File: src/rtl/rv32_muldiv_pkg.sv
// Shared rv32 definitions: base opcode constants, M-extension funct3 encodings
// and the multiply/divide unit state encoding.
package rv32_muldiv_pkg;

  localparam int XLEN = 32;

  localparam logic [6:0] OPCODE_OP     = 7'b0110011;
  localparam logic [6:0] OPCODE_OP_IMM = 7'b0010011;
  localparam logic [6:0] FUNCT7_MULDIV = 7'b0000001;

  typedef enum logic [2:0] {
    F3_MUL    = 3'b000,
    F3_MULH   = 3'b001,
    F3_MULHSU = 3'b010,
    F3_MULHU  = 3'b011,
    F3_DIV    = 3'b100,
    F3_DIVU   = 3'b101,
    F3_REM    = 3'b110,
    F3_REMU   = 3'b111
  } muldiv_op_e;

  typedef enum logic [1:0] {
    ST_IDLE = 2'd0,
    ST_BUSY = 2'd1,
    ST_DONE = 2'd2
  } muldiv_state_e;

  function automatic logic op_is_div(input logic [2:0] op);
    return op[2];
  endfunction

  function automatic logic op_is_rem(input logic [2:0] op);
    return op[2] & op[1];
  endfunction

  // rs1 is signed for MULH, MULHSU, DIV and REM
  function automatic logic op_a_signed(input logic [2:0] op);
    return (op == F3_MULH) || (op == F3_MULHSU) || (op == F3_DIV) || (op == F3_REM);
  endfunction

  function automatic logic op_b_signed(input logic [2:0] op);
    return (op == F3_MULH) || (op == F3_DIV) || (op == F3_REM);
  endfunction

endpackage

File: src/rtl/rv32_muldiv_if.sv
// Request/result bundle between the execute pipeline and the multiply/divide unit.
interface rv32_muldiv_if;
  import rv32_muldiv_pkg::*;

  logic            stall_in;
  logic            flush_in;
  logic            valid_in;
  logic [2:0]      op_in;
  logic [XLEN-1:0] rs1_value_in;
  logic [XLEN-1:0] rs2_value_in;
  logic            busy_out;
  logic            valid_out;
  logic [XLEN-1:0] rd_value_out;

  modport master (
    output stall_in, flush_in, valid_in, op_in, rs1_value_in, rs2_value_in,
    input  busy_out, valid_out, rd_value_out
  );

  modport slave (
    input  stall_in, flush_in, valid_in, op_in, rs1_value_in, rs2_value_in,
    output busy_out, valid_out, rd_value_out
  );
endinterface

File: src/rtl/rv32_muldiv_sign.sv
// Combinational sign handling: operand magnitudes on entry, result negation on exit.
module rv32_muldiv_sign (
  input  logic [1:0][31:0] opnd,
  input  logic [1:0]       opnd_signed,
  output logic [1:0]       opnd_neg,
  output logic [1:0][31:0] opnd_abs,
  input  logic [63:0]      res,
  input  logic             res_neg,
  output logic [63:0]      res_fixed
);

  for (genvar gi = 0; gi < 2; gi++) begin : g_abs
    assign opnd_neg[gi] = opnd_signed[gi] & opnd[gi][31];
    assign opnd_abs[gi] = opnd_neg[gi] ? (~opnd[gi] + 32'd1) : opnd[gi];
  end

  assign res_fixed = res_neg ? (~res + 64'd1) : res;

endmodule

File: src/rtl/rv32_muldiv.sv
// Iterative RV32M multiply/divide unit: one radix-2 step per cycle on magnitudes,
// with divide-by-zero and signed overflow answered immediately.
module rv32_muldiv
  import rv32_muldiv_pkg::*;
(
  input  logic          clk,
  input  logic          reset,
  rv32_muldiv_if.slave  bus
);

  muldiv_state_e state_reg;
  logic [63:0]   acc_reg;
  logic [31:0]   b_reg;
  logic [4:0]    count_reg;
  logic          neg_reg;
  logic [2:0]    op_reg;
  logic          valid_reg;
  logic [31:0]   rd_reg;

  logic [1:0]       in_neg;
  logic [1:0][31:0] in_abs;
  logic [63:0]      res_raw;
  logic [63:0]      res_fixed;

  rv32_muldiv_sign u_sign (
    .opnd        ({bus.rs2_value_in, bus.rs1_value_in}),
    .opnd_signed ({op_b_signed(bus.op_in), op_a_signed(bus.op_in)}),
    .opnd_neg    (in_neg),
    .opnd_abs    (in_abs),
    .res         (res_raw),
    .res_neg     (neg_reg),
    .res_fixed   (res_fixed)
  );

  // Accept-time decode of the sign and special cases
  logic        in_div;
  logic        in_rem;
  logic        in_neg_res;
  logic        in_div_zero;
  logic        in_overflow;
  logic [31:0] in_special_val;

  always_comb begin
    in_div      = op_is_div(bus.op_in);
    in_rem      = op_is_rem(bus.op_in);
    in_neg_res  = in_rem ? in_neg[0] : (in_neg[0] ^ in_neg[1]);
    in_div_zero = in_div && (bus.rs2_value_in == 32'd0);
    in_overflow = in_div && !bus.op_in[0] &&
                  (bus.rs1_value_in == 32'h8000_0000) && (bus.rs2_value_in == 32'hFFFF_FFFF);
    in_special_val = 32'd0;
    if (in_div_zero) begin
      in_special_val = in_rem ? bus.rs1_value_in : 32'hFFFF_FFFF;
    end else if (in_overflow) begin
      in_special_val = in_rem ? 32'd0 : 32'h8000_0000;
    end
  end

  // One iteration: acc holds {partial_hi, multiplier} or {remainder, dividend/quotient}
  logic [32:0] mul_sum;
  logic [63:0] mul_next;
  logic [32:0] rem_shift;
  logic [33:0] div_diff;
  logic [63:0] div_next;
  logic [63:0] step_next;
  logic [31:0] final_val;

  always_comb begin
    mul_sum   = {1'b0, acc_reg[63:32]} + (acc_reg[0] ? {1'b0, b_reg} : 33'd0);
    mul_next  = {mul_sum, acc_reg[31:1]};
    rem_shift = acc_reg[63:31];
    div_diff  = {1'b0, rem_shift} - {2'b00, b_reg};
    div_next  = div_diff[33] ? {rem_shift[31:0], acc_reg[30:0], 1'b0}
                             : {div_diff[31:0], acc_reg[30:0], 1'b1};
    step_next = op_is_div(op_reg) ? div_next : mul_next;

    if (!op_is_div(op_reg)) begin
      res_raw = step_next;
    end else if (op_is_rem(op_reg)) begin
      res_raw = {32'd0, step_next[63:32]};
    end else begin
      res_raw = {32'd0, step_next[31:0]};
    end

    final_val = ((op_reg == F3_MUL) || op_is_div(op_reg)) ? res_fixed[31:0] : res_fixed[63:32];
  end

  always_ff @(posedge clk) begin
    if (reset) begin
      state_reg <= ST_IDLE;
      acc_reg   <= 64'd0;
      b_reg     <= 32'd0;
      count_reg <= 5'd0;
      neg_reg   <= 1'b0;
      op_reg    <= F3_MUL;
      valid_reg <= 1'b0;
      rd_reg    <= 32'd0;
    end else if (bus.flush_in) begin
      state_reg <= ST_IDLE;
      valid_reg <= 1'b0;
    end else begin
      case (state_reg)
        ST_IDLE: begin
          if (bus.valid_in) begin
            if (in_div_zero || in_overflow) begin
              rd_reg    <= in_special_val;
              valid_reg <= 1'b1;
              state_reg <= ST_DONE;
            end else begin
              acc_reg   <= {32'd0, in_abs[0]};
              b_reg     <= in_abs[1];
              neg_reg   <= in_neg_res;
              op_reg    <= bus.op_in;
              count_reg <= 5'd31;
              state_reg <= ST_BUSY;
            end
          end
        end
        ST_BUSY: begin
          acc_reg <= step_next;
          if (count_reg == 5'd0) begin
            rd_reg    <= final_val;
            valid_reg <= 1'b1;
            state_reg <= ST_DONE;
          end else begin
            count_reg <= count_reg - 5'd1;
          end
        end
        ST_DONE: begin
          if (!bus.stall_in) begin
            valid_reg <= 1'b0;
            state_reg <= ST_IDLE;
          end
        end
        default: begin
          valid_reg <= 1'b0;
          state_reg <= ST_IDLE;
        end
      endcase
    end
  end

  assign bus.busy_out     = (state_reg != ST_IDLE);
  assign bus.valid_out    = valid_reg;
  assign bus.rd_value_out = rd_reg;

endmodule

File: src/flat_wrapper.sv
// flat-port wrapper written by rule: the top's interface ports become plain ports
module rv32_muldiv_flat import rv32_muldiv_pkg::*;
  (clk, reset, bus_stall_in, bus_flush_in, bus_valid_in, bus_op_in, bus_rs1_value_in, bus_rs2_value_in, bus_busy_out, bus_valid_out, bus_rd_value_out);
  rv32_muldiv_if bus_i ();
  input  logic clk;
  input  logic reset;
  input wire logic [$bits(bus_i.stall_in)-1:0] bus_stall_in;
  input wire logic [$bits(bus_i.flush_in)-1:0] bus_flush_in;
  input wire logic [$bits(bus_i.valid_in)-1:0] bus_valid_in;
  input wire logic [$bits(bus_i.op_in)-1:0] bus_op_in;
  input wire logic [$bits(bus_i.rs1_value_in)-1:0] bus_rs1_value_in;
  input wire logic [$bits(bus_i.rs2_value_in)-1:0] bus_rs2_value_in;
  output wire logic [$bits(bus_i.busy_out)-1:0] bus_busy_out;
  output wire logic [$bits(bus_i.valid_out)-1:0] bus_valid_out;
  output wire logic [$bits(bus_i.rd_value_out)-1:0] bus_rd_value_out;
  assign bus_i.stall_in = bus_stall_in;
  assign bus_i.flush_in = bus_flush_in;
  assign bus_i.valid_in = bus_valid_in;
  assign bus_i.op_in = bus_op_in;
  assign bus_i.rs1_value_in = bus_rs1_value_in;
  assign bus_i.rs2_value_in = bus_rs2_value_in;
  assign bus_busy_out = bus_i.busy_out;
  assign bus_valid_out = bus_i.valid_out;
  assign bus_rd_value_out = bus_i.rd_value_out;
  rv32_muldiv u_core (.clk(clk), .reset(reset), .bus(bus_i));
endmodule
File: config.mk
export PLATFORM = sky130hd
export DESIGN_NAME = rv32_muldiv_flat
export DESIGN_NICKNAME = d
export VERILOG_FILES = /design/src/rtl/rv32_muldiv_pkg.sv /design/src/rtl/rv32_muldiv_if.sv /design/src/rtl/rv32_muldiv_sign.sv /design/src/rtl/rv32_muldiv.sv /design/src/flat_wrapper.sv
export SDC_FILE = /design/constraint.sdc
export NUM_CORES = 1
export LEC_CHECK = 0
export BUFFER_PORTS_ARGS = -buffer_cell sky130_fd_sc_hd__buf_2
export CELL_PAD_IN_SITES_DETAIL_PLACEMENT = 1
export CELL_PAD_IN_SITES_GLOBAL_PLACEMENT = 1
export CORE_UTILIZATION = 46
export DETAILED_ROUTE_END_ITERATION = 10
export HOLD_SLACK_MARGIN = 0.08
export PLACE_DENSITY = 0.85
export SETUP_SLACK_MARGIN = 0.4
export SLEW_MARGIN = 20
export SYNTH_ARGS = -nofsm -noshare
export SYNTH_HDL_FRONTEND = slang
export SYNTH_SLANG_ARGS = --single-unit
export TNS_END_PERCENT = 30
File: constraint.sdc
create_clock -name clk -period 5.2 [get_ports clk]
set_clock_uncertainty 0.1 [all_clocks]
set_input_delay 0.78 -clock clk [delete_from_list [all_inputs] [get_ports clk]]
set_output_delay 0.78 -clock clk [all_outputs]
set_load 0.05 [all_outputs]
# ---- Yosys cells after proc, flatten, opt, wreduce, memory -nomap -nowiden
# Cells that the tools add are included.
dict set report word_totals {
  register_bits 140
  word_cells 98
  input_bits 72
}
dict set report classes {
  muxes 35
  add_sub_neg 6
  bitwise_logic 10
  n_eq_ne 14
  n_reduce_logical 25
}
# operator n
set op_table {}
lappend op_table {{2-to-1 mux 32 bit} 12}
lappend op_table {{2-to-1 mux 64 bit} 6}
lappend op_table {{case mux 64 bit (2 select lines)} 1}
lappend op_table {{adder 32 x 1 -> 32 bit, second input constant} 2}
lappend op_table {{adder 64 x 1 -> 64 bit, second input constant} 1}
lappend op_table {{equality test 32 bit, second input constant} 2}
lappend op_table {{inverter 32 bit} 2}
lappend op_table {{inverter 64 bit} 1}
lappend op_table {{case mux 32 bit (2 select lines)} 1}
lappend op_table {{subtractor 33 x 32 -> 34 bit} 1}
lappend op_table {{adder 32 x 33 -> 33 bit} 1}
lappend op_table {{logical NOT 32 bit} 1}
lappend op_table {{2-to-1 mux 5 bit} 3}
lappend op_table {{AND reduction 4 bit} 3}
lappend op_table {{case mux 5 bit (2 select lines)} 1}
lappend op_table {{AND reduction 5 bit} 2}
lappend op_table {{2-to-1 mux 2 bit} 4}
lappend op_table {{!= test 2 bit, second input constant} 4}
lappend op_table {{logical OR 1 bit} 7}
lappend op_table {{equality test 3 bit, second input constant} 2}
lappend op_table {{case mux 2 bit (3 select lines)} 1}
lappend op_table {{logical NOT 5 bit} 1}
lappend op_table {{2-to-1 mux 1 bit} 5}
lappend op_table {{subtractor 5 x 1 -> 5 bit, second input constant} 1}
lappend op_table {{other kinds (16)} 25}

# ---- Logic depth before layout (Yosys ltp)
# Gate-level depths: netlist (run 1).
dict set report depth {
  ltp_word 11
  mapped_depth 21
}

# ---- Cells and area by module
# A second synthesis (run 1) with hierarchy kept.
dict set report hier_totals {
  cells_unflattened 1898
  area_unflattened_um2 14226.1
}
# module area_each_um2 instances seq_area_each_um2 cells_per_inst
set by_module_without_submodules {}
lappend by_module_without_submodules {rv32_muldiv 11305.8 1 2802.7 1498}
lappend by_module_without_submodules {rv32_muldiv_sign 2920.3 1 0.0 400}

# ---- Least setup slack after synthesis (run 1)
# OpenSTA, ideal clock, no wires.
dict set report synth_path {
  kind {register to register}
  start {register u_core.acc_reg[31]}
  end {register u_core.rd_reg[23] (netlist: u_core.bus.rd_value_out[23])}
  period_less_slack_ns 4.743
  required_time_ns 5.009
  t_arrival_ns 4.552
  path_stages_with_launch 19
  slack_ns 0.457
  path_cell_list {dfxtp_1 inv_1 ha_1 fa_1 nor2b_1 o2111ai_1 a2111o_1 and3b_1 o21bai_1 xor2_1 o31ai_1 nand4_1 or3_1 buf_6 or3_1 buf_6 or4_4 mux2i_1 a311oi_1}
}
dict set report synth_between {
  elab_chain_cells 11
}
# element line
set synth_rtl {}
lappend synth_rtl {{start: declaration} rv32_muldiv.sv:12} ;# logic [63:0] acc_reg;
lappend synth_rtl {{start signal: assignment} rv32_muldiv.sv:109} ;# acc_reg <= {32'd0, in_abs[0]};
lappend synth_rtl {{start signal: assignment} rv32_muldiv.sv:119} ;# acc_reg <= step_next;
lappend synth_rtl {{subtractor 33 x 32 -> 34 bit} rv32_muldiv.sv:71} ;# div_diff = {1'b0, rem_shift} - {2'b00, b_reg};
lappend synth_rtl {{2-to-1 mux 64 bit} rv32_muldiv.sv:72} ;# div_next = div_diff[33] ? {rem_shift[31:0], acc_reg[30:0], 1'b0}
lappend synth_rtl {{2-to-1 mux 64 bit (*)} rv32_muldiv.sv:74} ;# step_next = op_is_div(op_reg) ? div_next : mul_next;
lappend synth_rtl {{2-to-1 mux 32 bit} rv32_muldiv.sv:78} ;# end else if (op_is_rem(op_reg)) begin
lappend synth_rtl {{2-to-1 mux 64 bit (*)} rv32_muldiv.sv:76} ;# if (!op_is_div(op_reg)) begin
lappend synth_rtl {{inverter 64 bit} rv32_muldiv_sign.sv:17} ;# assign res_fixed = res_neg ? (~res + 64'd1) : res;
lappend synth_rtl {{adder 64 x 1 -> 64 bit} rv32_muldiv_sign.sv:17}
lappend synth_rtl {{2-to-1 mux 64 bit (*)} rv32_muldiv_sign.sv:17}
lappend synth_rtl {{2-to-1 mux 32 bit (*)} rv32_muldiv.sv:84} ;# final_val = ((op_reg == F3_MUL) || op_is_div(op_reg)) ? res_fixed[31:0] : res_fixed[63:32];
lappend synth_rtl {{2-to-1 mux 32 bit (*)} rv32_muldiv.sv:120} ;# if (count_reg == 5'd0) begin
lappend synth_rtl {{case mux 32 bit (2 select lines) (*)} rv32_muldiv.sv:101} ;# case (state_reg)
lappend synth_rtl {{end signal: assignment} rv32_muldiv.sv:105} ;# rd_reg <= in_special_val;
lappend synth_rtl {{end signal: assignment} rv32_muldiv.sv:121} ;# rd_reg <= final_val;
lappend synth_rtl {{end: declaration} rv32_muldiv.sv:18} ;# logic [31:0] rd_reg;
# Every way passes the cells marked *; elsewhere a longest branch is shown, timed or not. The select of a mux whose other input is x is not followed.
# A chain may end at the register's enable or synchronous reset.

# ---- Worst setup path in the final report (run 1)
dict set report layout_path {
  start {register u_core.b_reg[2]}
  end {register u_core.rd_reg[31] (netlist: u_core.bus.rd_value_out[31])}
}
dict set report layout_between {
  elab_chain_cells 11
  word_cells_on_any_way 13
}
# element line
set layout_rtl {}
lappend layout_rtl {{start: declaration} rv32_muldiv.sv:13} ;# logic [31:0] b_reg;
lappend layout_rtl {{start signal: assignment} rv32_muldiv.sv:110} ;# b_reg <= in_abs[1];
lappend layout_rtl {{subtractor 33 x 32 -> 34 bit or 2-to-1 mux 32 bit (tied branches)} {rv32_muldiv.sv:71, rv32_muldiv.sv:68}}
lappend layout_rtl {{2-to-1 mux 64 bit or adder 32 x 33 -> 33 bit (tied branches)} {rv32_muldiv.sv:72, rv32_muldiv.sv:68}}
lappend layout_rtl {{2-to-1 mux 64 bit (*)} rv32_muldiv.sv:74}
lappend layout_rtl {{2-to-1 mux 32 bit} rv32_muldiv.sv:78}
lappend layout_rtl {{2-to-1 mux 64 bit (*)} rv32_muldiv.sv:76}
lappend layout_rtl {{inverter 64 bit} rv32_muldiv_sign.sv:17}
lappend layout_rtl {{adder 64 x 1 -> 64 bit} rv32_muldiv_sign.sv:17}
lappend layout_rtl {{2-to-1 mux 64 bit (*)} rv32_muldiv_sign.sv:17}
lappend layout_rtl {{2-to-1 mux 32 bit (*)} rv32_muldiv.sv:84}
lappend layout_rtl {{2-to-1 mux 32 bit (*)} rv32_muldiv.sv:120}
lappend layout_rtl {{case mux 32 bit (2 select lines) (*)} rv32_muldiv.sv:101}
# Marks and branches as above.

==> impl_metrics.tcl, run 1 <==
set metrics [dict create \
    drt-total-wl_microns 81000 \
    ir_worst_vdd_mv 0.249 \
    timing.rr.start "u_core.b_reg[2]" \
    fp.dieArea_sq_um 34900 \
    drive_gt1_share_pct 21.7 \
    end_kind "register" \
    io_buffer_count 105 \
    nets 2620 \
    critical_path.startpoint "u_core.b_reg[2]" \
    clkSinkCount 140 \
    fmax_mhz 206 \
    core-area_sq_um 33500 \
    ant_nets 0 \
    fin_crit_sh_pct 93.5 \
    r2r_slack_ps 340 \
    final.setup.tns_ps 0 \
    synth_area_sq_um 15700 \
    cts_buffer_depth 2 \
    reg2reg_to "u_core.bus.rd_value_out[31]" \
    rows 67 \
    ys_seq_area_share_pct 17.9 \
    crit_required_ps 5400 \
    final_common_cell "nor2_1" \
    arrival_ps 5070 \
    path_max_fanout 7 \
    path_clk_slew_ps 70 \
    synthesis.nets 2419 \
    grt_usage_pct 45.0 \
    via_per_inst 6.78 \
    drv_cap 0 \
    die_h_microns 187 \
    crit_end "u_core.bus.rd_value_out[31]" \
    vias 19900 \
    finalPower_mw 3.99 \
    syn_avg_cell_area_sq_um 6.90 \
    yosys.cell_types.count 99 \
    crit_slowest_cell "a2111o_1" \
    hpwl_microns 62700 \
    worst-slew-pin-transition_ps 1130 \
    synth_edf_count 0 \
    final_cell_mix "nor2_1 (313), buf_4 (235), a21oi_1 (221)" \
    drt_iter0_drc 2104 \
    die_w_microns 187 \
    ctsHoldBuffers 0 \
    hold_viol 0 \
    path_cells "inv_1 -> ha_4 -> nor2_1 -> a211o_4 -> a211oi_4 -> o31a_4 -> buf_4 -> buf_4 -> o41ai_4 -> a31oi_2 -> a2111o_1 -> nor4b_4 -> buf_4 -> nand3_2 -> or3_4 -> buf_6 -> o41ai_4 -> xnor2_1 -> o32ai_2" \
    p_per_area_nw_per_um2 209 \
    clock_latency_ps 470 \
    synth_ff_type "dfxtp_1" \
    tritoncts "done" \
    async_reset_ff_share_pct 0 \
    grt_pass1_wl_microns 121000 \
    h-tree-depth 4 \
    gp_congestion 1.07 \
    layout.cells.non_filler 2938 \
    firstDrtPassIters 6 \
    hp-class "reg2reg" \
    timing.slew.headroom_pct 24.3 \
    drc 0 \
    overflow 0 \
    ioPinCount 106 \
    rsz0062_at_grt "yes" \
    yosysWarnings 0 \
    worst_path_largest_cell_delay_ps 460 \
    cts-root-buf "clkbuf_16" \
    areaGrowthSynthToFinish_pct 21.5 \
    largest_reg_flops 64 \
    path_common_cell "buf_4" \
    p_leak_nw 7.76 \
    ys_seq_elements 140 \
    worstSetupPathType "reg2reg" \
    numCtsBuffers 17 \
    status "completed" \
    start_util_pct 46.8 \
    placedCellCount 2882 \
    holdWs_ps 391 \
    finish.utilization_pct 56.9 \
    worstRegToRegCells 19 \
    min_period_ps 4860 \
    wl_per_cell_microns 27.6 \
    syn_inst 2275 \
    antenna_found_initial 3 \
    grt_start_max_net_pins 82 \
    grt_pass1_vias 19700 \
    maxSlewViolCount 0 \
    setup_viol 0 \
    start_kind "register" \
]
where the power goes:
part | total (mW) | switching, mW | internal, mW
logic | 1.50 | 0.956 | 0.541
clock network | 1.32 | 0.617 | 0.705
registers | 1.17 | 0.0453 | 1.12
per-stage QoR:
step | instance area, sq um | worst slack, ps
CTS | 18600 | 401
finish | 19100 | 336
floorplan | 15700 | 457
global route | 19100 | 193
detailed placement | 17800 | 26.0
global placement | 17800 | 198
timing repair:
item	4_1_cts	5_1_grt
buffers inserted	5	18
resized for setup	56	70
endpoints found under the setup margin	31	41
pin swaps	12	32
gates cloned	0	0
how the worst min path moves through the flow:
stage	start	to	slack, ps	cells after the start
finish	u_core.b_reg[25]	u_core.b_reg[25]	390	2
global route	u_core.count_reg[0]	u_core.count_reg[0]	420	1
CTS	u_core.b_reg[23]	u_core.b_reg[23]	390	2
detailed placement	u_core.b_reg[0]	u_core.b_reg[0]	380	2
global placement	u_core.b_reg[26]	u_core.b_reg[26]	370	2
floorplan	u_core.b_reg[0]	u_core.b_reg[0]	350	2
critical path: cells and delay by family (launching register included):
kind	cells	cell delay [ps]
fa+ha+maj	1	210
simple gates	4	960
flops	1	360
buf+inv	5	760
xor+xnor	1	200
compound gates	8	2090
Yosys cell counts (all sizes together), types with 9 or more instances:
cell    number  area, sq um
ha          70          876
a211o        9         87.6
dfxtp      140         2800
a21oi      233         1180
o31a         9         80.1
a211oi      87          666
o21ai      145          729
or3         31          194
xor2        55          482
mux2i       41          410
buf         49          292
o31ai       31          238
nand4       39          259
o21a        17          128
a31oi       33          206
nor3        73          375
clkbuf     113          430
nand2      193          727
o21bai      15          113
inv         66          248
nand2b      24          150
a311oi      11         96.3
and3        16          100
nand3       56          280
and2        44          275
or4         12         93.8
nor4        30          200
nor2       318         1200
o211ai      28          210
nor2b       19          119
mux2        27          304
a21o        28          210
o41ai       16          170
xnor2       61          534
layer usage:
metal  vias up  routed length, microns  share of wire, %  GRT usage, %
met4         4                    4470               5.5          21.8
met2      1062                   36300                45          72.3
met5         -                      23             0.028             0
li1       8762                       -                 -             -
met1      9797                   32700                40          56.3
met3       283                    7550               9.3          10.9
kinds of logic (layout without fill, tap and decap cells):
| group | Yosys count | after routing | synth area share [%] |
|---|---|---|---|
| and+or+nand+nor | 893 | 893 | 27.3 |
| AOI/OAI and AO/OA | 757 | 757 | 31.7 |
| buffers and inverters | 229 | 443 | 6.23 |
| DFF | 140 | 140 | 17.9 |
| xor gates and xnor gates | 116 | 116 | 6.47 |
| adders and majority gates | 72 | 72 | 5.84 |
| muxes | 68 | 68 | 4.55 |
| other | 0 | 1 | 0 |
final cells by class:
type | count | area, sq um
Clock buffer | 19 | 453
Tap cell | 448 | 561
Clock inverter | 13 | 143
Antenna cell | 1 | 2.50
Multi-Input combinational cell | 1906 | 12400
Fill cell | 4372 | 14500
Inverter | 66 | 250
Timing Repair Buffer | 345 | 2380
Sequential cell | 140 | 2830
No activity file was read; power rests on OpenSTA's default activity.
==> run 2: changes to the inputs <==
Settings changed: CORE_ASPECT_RATIO set to 1.4.
==> run 2 against run 1 <==
Net effect: global-route usage increased by 0.42 points; worst hold slack improved by 3.2 ps; final cell count fell by 1.2%; combinational power is essentially flat; design area is 0.53% lower; total power increased by 0.35%; critical path depth fell by 4; via count down 0.36%; routed wire length increased by 0.46%; maximum frequency shrank 3.0%; critical endpoint is now u_core.bus.rd_value_out[3].
==> impl_metrics.tcl, run 2 (synthesis results as in run 1) <==
set metrics [dict create \
    start_kind "register" \
    status "completed" \
    worst-slew-pin-transition_ps 1080 \
    grt_pass1_vias 19300 \
    antenna_found_initial 3 \
    hp-class "reg2reg" \
    core-area_sq_um 33400 \
    maxSlewViolCount 0 \
    rsz0062_at_grt "yes" \
    fin_crit_sh_pct 96.4 \
    min_period_ps 5010 \
    p_leak_nw 7.65 \
    crit_required_ps 5470 \
    placedCellCount 2841 \
    nets 2587 \
    crit_end "u_core.bus.rd_value_out[3]" \
    placed_area_sq_um 17500 \
    grt_usage_pct 45.4 \
    clock_latency_ps 470 \
    grt_pass1_wl_microns 118000 \
    ir_worst_vdd_mv 0.194 \
    die_w_microns 158 \
    areaGrowthSynthToFinish_pct 20.8 \
    grt_start_max_net_pins 86 \
    seqCellArea_sq_um 2820 \
    reg2reg_to "u_core.bus.rd_value_out[3]" \
    gp_congestion 1.02 \
    critical_path.startpoint "u_core.acc_reg[53]" \
    overflow 0 \
    r2r_slack_ps 190 \
    ant_nets 0 \
    final_common_cell "nor2_1" \
    multi_input_area_sq_um 12600 \
    fmax_mhz 199 \
    nFillCells 4405 \
    hold_viol 0 \
    vias 19800 \
    io_buffer_count 105 \
    firstDrtPassIters 6 \
    drv_cap 0 \
    numCtsBuffers 17 \
    cts_buffer_depth 2 \
    path_max_fanout 14 \
    path_clk_slew_ps 70 \
    final_cell_mix "nor2_1 (309), a21oi_1 (223), buf_4 (201)" \
    drt-total-wl_microns 81400 \
    ctsHoldBuffers 0 \
    via_per_inst 6.84 \
    final.setup.tns_ps 0 \
    stdcell_area_sq_um 19000 \
    h-tree-depth 4 \
    wl_per_cell_microns 28.0 \
    fp.dieArea_sq_um 34900 \
    tritoncts "done" \
    largest_reg_flops 64 \
    ioPinCount 106 \
    finish.utilization_pct 56.8 \
    end_kind "register" \
    rows 79 \
    p_per_area_nw_per_um2 211 \
    cts-root-buf "clkbuf_16" \
    layout.cells.non_filler 2902 \
    drc 0 \
    setup_viol 0 \
    worstRegToRegCells 15 \
    hpwl_microns 61200 \
    start_util_pct 47.0 \
    worstSetupPathType "reg2reg" \
    drt_iter0_drc 2060 \
    arrival_ps 5280 \
    die_h_microns 221 \
    finalPower_mw 4.00 \
    timing.rr.start "u_core.acc_reg[53]" \
    clkSinkCount 140 \
    drive_gt1_share_pct 21.0 \
    timing.slew.headroom_pct 27.7 \
]
-- run 2: power breakdown --
group	total (mW)	switching [mW]	internal, mW
combinational	1.53	0.979	0.548
clock	1.30	0.601	0.703
sequential	1.17	0.0464	1.12
total	4.00	1.63	2.37
-- run 2: layout make-up --
| cell class | count | share of cell area [%] |
|---|---|---|
| Clock inverter | 14 | 0.759 |
| Tap cell | 445 | 2.94 |
| Inverter | 66 | 1.31 |
| Sequential cell | 140 | 14.8 |
| Antenna cell | 1 | 0.0132 |
| Clock buffer | 18 | 2.38 |
| Timing Repair Buffer | 312 | 11.4 |
| Multi-Input combinational cell | 1906 | 66.3 |
-- run 2: metal layers --
layer / track usage [%] / wire, microns / up-vias
met1: 52.8 / 30300 / 9659
met2: 71.7 / 36600 / 1122
met3: 8.44 / 6650 / 346
li1: - / - / 8706
met4: 38.8 / 7790 / 4
met5: 0 / 24 / -
-- run 2: timing repair --
item	CTS	global route
setup endpoints to repair	32	32
pin swaps	9	37
gates resized for setup	42	92
hold endpoints to repair	0	0
setup buffers	10	18
-- run 2: worst min path at each step --
stage / slack (ps) / start / to / cells after the start
after CTS: 390 / u_core.b_reg[5] / u_core.b_reg[5] / 2
after global placement: 370 / u_core.b_reg[0] / u_core.b_reg[0] / 2
after floorplan: 350 / u_core.b_reg[0] / u_core.b_reg[0] / 2
after global routing: 420 / u_core.b_reg[5] / u_core.b_reg[5] / 2
after detailed placement: 370 / u_core.b_reg[0] / u_core.b_reg[0] / 2
final: 390 / u_core.b_reg[22] / u_core.b_reg[22] / 2
-- run 2: worst max-delay path, cell delays in order, from the launching register on --
cell and delay (ps):
dfxtp_1 440, ha_1 310, a21oi_1 370, o21bai_2 130, a21oi_2 210, o21a_1 270
buf_4 270, nand2_4 130, o211a_2 370, mux2_2 370, nor4b_4 340, buf_4 180
and2_0 360, nand3_1 300, or4_1 480, a311oi_1 280
-- run 2: stage by stage --
step | worst slack (ps) | hold WS [ps]
global route | 153 | 418
global placement | 111 | 368
finish | 186 | 395
floorplan | 457 | 349
CTS | 400 | 391
detailed placement | -5.62 | 373
==> run 3: changes to the inputs <==
Settings changed: CORE_ASPECT_RATIO 1.4 to 0.75.
==> run 3 against run 2 <==
Net effect: global-route usage shrank 0.11 points; flip-flop and latch count is the same; maximum frequency grew 2.3%; largest cell class unchanged; largest power group unchanged; highest routed layer unchanged.
==> impl_metrics.tcl, run 3 (synthesis results as in run 1) <==
set metrics [dict create \
    die_w_microns 215 \
    swShare_pct 40.3 \
    p_per_area_nw_per_um2 212 \
    fp.dieArea_sq_um 34900 \
    r2r_slack_ps 300 \
    firstDrtPassIters 6 \
    arrival_ps 5180 \
    ioPinCount 106 \
    reg2reg_to "u_core.bus.rd_value_out[23]" \
    cts-root-buf "clkbuf_16" \
    worst-slew-pin-transition_ps 1120 \
    holdWs_ps 387 \
    h-tree-depth 4 \
    finish.utilization_pct 57.8 \
    maxSlewViolCount 0 \
    ant_nets 0 \
    grt_pass1_vias 19400 \
    antenna_found_initial 2 \
    crit_required_ps 5470 \
    drv_cap 0 \
    timing.slew.headroom_pct 24.5 \
    stdcell_area_sq_um 19400 \
    worstSetupPathType "reg2reg" \
    drive_gt1_share_pct 22.7 \
    nFillCells 4322 \
    numCtsBuffers 17 \
    hpwl_microns 63000 \
    largest_reg_flops 64 \
    hp-class "reg2reg" \
    worst_path_largest_cell_delay_ps 430 \
    power.internal_mw 2.46 \
    setup_viol 0 \
    cts_buffer_depth 2 \
    final_cell_mix "nor2_1 (311), buf_4 (226), a21oi_1 (219)" \
    p_leak_nw 7.81 \
    drt_iter0_drc 3158 \
    switching_power_mw 1.66 \
    clkSinkCount 140 \
    wl_per_cell_microns 29.0 \
    grt_start_max_net_pins 73 \
    critical_path.startpoint "u_core.b_reg[4]" \
    hold_end "u_core.b_reg[0]" \
    final_common_cell "nor2_1" \
    path_max_fanout 6 \
    vias 20700 \
    rsz0062_at_grt "yes" \
    hold_depth 2 \
    path_cells "inv_1 -> ha_4 -> nand2_1 -> a211o_4 -> a211oi_4 -> buf_6 -> o31ai_4 -> buf_4 -> a2111o_1 -> a22o_1 -> buf_4 -> nor2_4 -> nand4_4 -> or3_4 -> or3_4 -> or4_4 -> mux2i_1 -> a311oi_1" \
    hold_viol 0 \
    p_clk_share_pct 33.0 \
    die_h_microns 162 \
    clock_latency_ps 470 \
    final.setup.tns_ps 0 \
    seq_power_share_pct 28.5 \
    grt_usage_pct 45.3 \
    timing.rr.start "u_core.b_reg[4]" \
    path_buf_inv 4 \
    finalPower_mw 4.11 \
    core-area_sq_um 33500 \
    placed_area_sq_um 17600 \
    crit_slowest_cell "or3_4" \
    drt-total-wl_microns 85300 \
    end_kind "register" \
    min_period_ps 4900 \
    start_util_pct 46.8 \
    ir_worst_vdd_mv 0.229 \
    grt_pass1_wl_microns 120000 \
    path_clk_slew_ps 70 \
    io_buffer_count 105 \
    fin_crit_sh_pct 94.3 \
    power_frac_comb_pct 38.5 \
    drc 0 \
    start_kind "register" \
    fmax_mhz 204 \
    gp_congestion 1.05 \
    via_per_inst 7.06 \
    overflow 0 \
    status "completed" \
    areaGrowthSynthToFinish_pct 23.5 \
    worstHoldStart "u_core.b_reg[0]" \
    nets 2617 \
    worstRegToRegCells 18 \
    path_delay_family "simple AND/OR/NAND/NOR gates" \
    tritoncts "done" \
    rows 58 \
]
run 3: layer usage:
layer  vias to the layer above  track usage (%)  part of all wire [%]
met5                         -                0                 0.015
met4                         2             18.4                   5.2
met3                       372             12.2                    12
met2                      1573             68.4                    42
met1                     10000             60.9                    40
li1                       8753                -                     -
run 3: power by group through the flow:
stage                     combinational [mW]  clock, mW  sequential (mW)
after global placement                  1.29          0             1.18
after detailed placement                1.33          0             1.19
final                                   1.58       1.36             1.17
after floorplan                        0.793          0             1.19
after CTS                               1.38       1.35             1.17
after global routing                    1.64       1.39             1.18
run 3: through the flow:
step	std cells	setup slack (ps)
5_1_grt	2935	238
4_1_cts	2901	341
6_report	2936	299
3_5_place_dp	2864	-29.3
2_1_floorplan	2275	457
3_3_place_gp	2864	121
run 3: area by class of cell:
type | instances | area, sq um | area share (%)
antenna | 1 | 2.50 | 0.0129
clock buffer | 19 | 443 | 2.28
clock inverter | 12 | 163 | 0.839
inverter | 66 | 248 | 1.28
multi-input combinational | 1906 | 12700 | 65.7
sequential | 140 | 2820 | 14.6
tap | 450 | 563 | 2.90
timing repair buffer | 342 | 2410 | 12.4
run 3: worst max-delay path by stage:
stage | to | cells after the start
after floorplan | u_core.bus.rd_value_out[23] | 18
after global placement | u_core.bus.rd_value_out[9] | 16
after detailed placement | u_core.bus.rd_value_out[9] | 16
after CTS | u_core.bus.rd_value_out[26] | 18
after global routing | u_core.bus.rd_value_out[8] | 19
final | u_core.bus.rd_value_out[23] | 18
run 3: timing repair:
action	CTS	global route
setup buffers	6	34
hold buffers	0	0
endpoints found under the setup margin	32	32
pin swaps	12	52
resized for setup	48	131
run 3: worst min-delay path: stages, from the launching register on:
cell and delay (ps):
dfxtp_1 330, nand2_1 60, a21oi_1 50
